## src/rtl/segment7_decoder.sv

```systemverilog
// Recovers a hex digit from an active-low 7-segment pattern after STABLE_CYCLES of stability; result valid STABLE_CYCLES+1 clocks
// after a new pattern appears and is held (frozen) until Out_Ready. Optional SEG_DECODE_ERRCNT_EN adds a saturating error counter.
module segment7_decoder #(
    parameter int STABLE_CYCLES = 16,
    parameter int CNT_W         = 5
) (
    input  logic       Clk,
    input  logic       Rst,
    input  logic [6:0] Seg_In,
    input  logic       Out_Ready,
    output logic [3:0] Hex_Out,
    output logic       Hex_Valid,
    output logic       Hex_Error
`ifdef SEG_DECODE_ERRCNT_EN
    ,
    output logic [7:0] Err_Count
`endif
);

    localparam logic [1:0] S_IDLE     = 2'd0;
    localparam logic [1:0] S_SETTLE   = 2'd1;
    localparam logic [1:0] S_HOLD     = 2'd2;
    localparam logic [1:0] S_WAIT_CHG = 2'd3;

    localparam logic [6:0]       BLANK   = 7'h7F;
    localparam logic [CNT_W-1:0] CNT_TGT = CNT_W'(STABLE_CYCLES - 1);
    localparam logic [CNT_W-1:0] CNT_MAX = '1;

    logic [1:0]       state;
    logic [6:0]       seg_q;
    logic [6:0]       acc_q;
    logic [CNT_W-1:0] cnt;
    logic [3:0]       dec_hex;
    logic             dec_err;
    logic             stable;
    logic             settled;
    logic             is_blank;
    logic             accept;
    logic             new_pattern;

    always_comb begin
        dec_hex = 4'h0;
        dec_err = 1'b0;
        case (Seg_In)
            7'h40: dec_hex = 4'h0;
            7'h79: dec_hex = 4'h1;
            7'h24: dec_hex = 4'h2;
            7'h30: dec_hex = 4'h3;
            7'h19: dec_hex = 4'h4;
            7'h12: dec_hex = 4'h5;
            7'h02: dec_hex = 4'h6;
            7'h78: dec_hex = 4'h7;
            7'h00: dec_hex = 4'h8;
            7'h10: dec_hex = 4'h9;
            7'h08: dec_hex = 4'hA;
            7'h03: dec_hex = 4'hB;
            7'h46: dec_hex = 4'hC;
            7'h21: dec_hex = 4'hD;
            7'h06: dec_hex = 4'hE;
            7'h0E: dec_hex = 4'hF;
            default: dec_err = 1'b1;
        endcase
    end

    assign is_blank    = (Seg_In == BLANK);
    assign stable      = (Seg_In == seg_q);
    assign settled     = stable && (cnt == CNT_TGT);
    assign accept      = (state == S_HOLD) && Out_Ready;
    assign new_pattern = (state == S_WAIT_CHG) && (Seg_In != acc_q) && !is_blank;

    // The sample register and counter run in every state; leaving WAIT_CHG
    // for a fresh pattern forces a clean count even if it matched seg_q.
    always_ff @(posedge Clk or negedge Rst) begin
        if (!Rst) begin
            seg_q <= BLANK;
            cnt   <= '0;
        end else begin
            seg_q <= Seg_In;
            if (new_pattern || !stable)
                cnt <= '0;
            else if (cnt != CNT_MAX)
                cnt <= cnt + 1'b1;
        end
    end

    always_ff @(posedge Clk or negedge Rst) begin
        if (!Rst) begin
            state     <= S_IDLE;
            acc_q     <= BLANK;
            Hex_Out   <= 4'h0;
            Hex_Valid <= 1'b0;
            Hex_Error <= 1'b0;
        end else begin
            case (state)
                S_IDLE: begin
                    if (!is_blank)
                        state <= S_SETTLE;
                end
                S_SETTLE: begin
                    if (settled) begin
                        if (is_blank) begin
                            state <= S_IDLE;
                        end else begin
                            Hex_Out   <= dec_err ? 4'h0 : dec_hex;
                            Hex_Error <= dec_err;
                            acc_q     <= Seg_In;
                            Hex_Valid <= 1'b1;
                            state     <= S_HOLD;
                        end
                    end
                end
                S_HOLD: begin
                    if (Out_Ready) begin
                        Hex_Valid <= 1'b0;
                        state     <= S_WAIT_CHG;
                    end
                end
                default: begin
                    if (Seg_In != acc_q)
                        state <= is_blank ? S_IDLE : S_SETTLE;
                end
            endcase
        end
    end

`ifdef SEG_DECODE_ERRCNT_EN
    always_ff @(posedge Clk or negedge Rst) begin
        if (!Rst)
            Err_Count <= 8'h00;
        else if (accept && Hex_Error && (Err_Count != 8'hFF))
            Err_Count <= Err_Count + 8'h01;
    end
`endif

endmodule

```

## config.mk

```make
export PLATFORM = sky130hd
export DESIGN_NAME = segment7_decoder
export DESIGN_NICKNAME = d
export VERILOG_FILES = /design/src/rtl/segment7_decoder.sv
export SDC_FILE = /design/constraint.sdc
export NUM_CORES = 1
export LEC_CHECK = 0
export ABC_AREA = 1
export BUFFER_PORTS_ARGS = -buffer_cell sky130_fd_sc_hd__clkbuf_2
export CAP_MARGIN = 15
export CORE_MARGIN = 8
export CORE_UTILIZATION = 63
export DETAILED_ROUTE_END_ITERATION = 8
export PLACE_DENSITY = 0.95
export RECOVER_POWER = 50
export SLEW_MARGIN = 30
export SYNTH_ARGS = -nofsm -noshare
export SYNTH_HDL_FRONTEND = slang
export SYNTH_SLANG_ARGS = --single-unit
```

## constraint.sdc

```tcl
create_clock -name Clk -period 4.1 [get_ports Clk]
set_input_delay 0.82 -clock Clk [delete_from_list [all_inputs] [get_ports Clk]]
set_output_delay 0.82 -clock Clk [all_outputs]
set_load 0.01 [all_outputs]
```

==> reports/metrics.yaml <==
outcome:
  status: "complete, no violations"
worst_setup_path:
  path_cells: "clkbuf_1, xnor2_1, nand2_1, nor2_2, nand3_2, nor2_4, inv_2, nand2_1, nand2_1"
  r2r_cells: 8
  end_kind: "register"
  cp_data_required_time_ns: 4.33
  rrSetupSlack_ns: 2.34
  slowest_delay_ns: 0.33
  path_common_cell: "nand2_1"
  arrival_ns: 2.26
  r2r_start: "cnt[1]"
  critical_path_class: "input port to register"
  worstReg2RegEnd: "Hex_Out[0]"
  slowest_stage: "clkbuf_1"
  critical_path.max_fanout: 18
  critPathLaunchType: "input port"
final_layout:
  area_growth_pct: 2.81
  register_area_um2: 693
  nNetsFinal: 249
  num_antenna_cells: 0
  layout_common_cells: "81 x nand2_1, 27 x nor2_1, 25 x inv_1"
  final_common_cell: "nand2_1"
  n_fill_cell: 222
  drive_gt1_share_pct: 12.8
  multi_input_area_um2: 774
clock_network:
  clockRootBuffer: "clkbuf_4"
  cts.path.max_buffers: 2
  cts_resized: 0
  clkLatencyLatePin_ns: 0.32
  post_cts_buffers: 0
  cts-buffers-inserted: 3
  hold_buffers: 0
  clk_pin_slew_worst_paths_ns: 0.14
  cts_max_level: 1
  clock_sinks: 27
  cts_tree: "built"
detailed_routing:
  drc_errors: 0
  dr.pass1.iters: 4
  drtAntennaViolNets: 0
  num_vias: 1377
  drtIter0Drc: 104
  wl_per_cell_um: 11.7
  wl_um: 3090
  post_drt_via_cell_ratio: 5.20
grt:
  antenna_found_initial: 0
  grt_max_degree: 28
  grt.overflow.total: 0
  grt_pass1_wl_um: 5570
  grt_pass1_vias: 1315
  globalRouteTotalUtil_pct: 15.6
timing:
  worstMarginPinSlew_ns: 1.40
  fin_crit_sh_pct: 49.4
  finalClockSkew_ns: 0.00438
  relSlewSlack_pct: 6.74
  layout_setup_ws_ns: 2.07
  setup_viol: 0
  fin_crit_ns: 2.03
  setup_tns_ns: 0
  fmax_mhz: 494
  hold_violations: 0
  rsz0062_at_grt: "no"
  final_max_slew_viol_count: 0
  whs_ns: 0.490
power_and_ir_drop:
  p_int_mw: 0.361
  power.total_mw: 0.525
  netSwitchingFraction_pct: 31.3
  seqPwrFrac_pct: 57.2
  comb_power_share_pct: 21.5
  p_leak_nw: 0.891
  peakVddDrop_uv: 305
  power_density_mw_per_mm2: 310
  pwr-share-clk_pct: 21.3
  switching_power_mw: 0.164
yosys:
  synth_area_mm2: 0.00165
  synth_nets: 237
  synth.distinct_cells: 24
  syn_area_per_cell_um2: 7.36
  synth_seq_area_share_pct: 42.1
  yosysTopAreaCellShare_pct: 22.3
  yosys.area.top_type: "dfstp_2"
  yosysWarnings: 0
  synth-seq-cells: 27
  syn_inst: 224
  synth_area_leaders: "dfstp_2 22%, dfrtp_1 20%, nand2_1 18%, nor2_1 6.2%, inv_1 5.7%"
hold_path:
  hp-class: "register to register"
  min_from: "Hex_Out[3]"
  hold_end: "Hex_Out[3]"
  min_path_cells: 2
die:
  io_pins: 16
  start_util_pct: 66.5
  die_w_um: 67.1
  rows: 18
  dieHeight_um: 67.1
  die-area_mm2: 0.00451
  core_area_mm2: 0.00248
placement:
  port_buffers: 15
  pre_cts_ws_ns: 1.84
  gp_congestion: 0.920
  dp_hpwl_um: 2370
flow_run:
  maxCapViolations: 0
-- worst max-delay path by stage --
stage / start / end / cells past startpoint
2_1_floorplan: Seg_In[5] / Hex_Error / 9
3_3_place_gp: Seg_In[3] / Hex_Error / 9
3_5_place_dp: Seg_In[3] / Hex_Out[2] / 9
4_1_cts: Seg_In[3] / Hex_Out[0] / 9
5_1_grt: Seg_In[3] / Hex_Out[1] / 9
6_report: Seg_In[0] / Hex_Out[0] / 9
-- per-layer routing --
metal	track usage (%)	vias up	part of all wire [%]
li1	-	712	-
met1	19.5	618	45
met2	25.9	36	49
met3	2.48	11	4.4
met4	7.05	0	2.5
met5	0	-	0
-- power by group through the flow --
stage               Combinational, mW  Sequential, mW  Clock [mW]
finish                          0.113           0.300       0.112
global route                    0.132           0.303       0.124
global placement                0.109           0.304           0
CTS                             0.114           0.301       0.116
detailed placement              0.113           0.305           0
floorplan                      0.0944           0.301           0
-- final cells by class --
cell class	instances	area share (%)
multi-input combinational	163	45.7
timing repair buffer	15	3.84
tap	30	2.22
inverter	26	5.76
clock buffer	4	1.55
sequential	27	40.9
-- critical path: cells and delay by family --
family	cells	cell delay [ns]
XOR/XNOR	1	0.17
AND/OR/NAND/NOR	6	0.80
buffers and inverters	2	0.48
-- synth_stat cells --
cell,count
nand2_1,81
nor2_1,27
inv_1,25
dfstp_2,14
dfrtp_1,13
o21ai_0,11
nor3_1,7
buf_6,6
nand3_1,6
xnor2_1,6
a21oi_1,5
nand4_1,5
ha_1,3
xor2_1,3
buf_4,2
nor2_2,2
and3_1,1
inv_2,1
nand3_2,1
nor2_4,1
o211ai_1,1
o21ai_1,1
o21bai_1,1
xnor2_2,1
-- per-stage QoR --
step | instances | area, um2 | utilization (%)
CTS | 265 | 1700 | 68.8
detailed placement | 261 | 1680 | 67.7
global placement | 261 | 1680 | 67.7
global route | 265 | 1690 | 68.4
floorplan | 224 | 1650 | -
finish | 265 | 1690 | 68.4
-- flip-flops by register name (all words and copies together) (netlist names) --
signal / flops
Hex_Valid: 1
cnt: 5
seg_q: 7
Hex_Out: 4
acc_q: 7
state: 2
Hex_Error: 1
-- kinds of logic (layout without fill, tap and decap cells) --
| group | count (synthesis) | after routing | share of synthesized area, % |
|---|---|---|---|
| buffers and inverters | 34 | 45 | 10.9 |
| AO/OA/AOI/OAI | 19 | 19 | 6.07 |
| XOR/XNOR | 10 | 10 | 5.77 |
| AND/OR/NAND/NOR | 131 | 131 | 32.9 |
| flip-flops | 27 | 27 | 42.1 |
| adder cells (fa/ha/maj) | 3 | 3 | 2.28 |
Power figures use the tool's default switching activity.
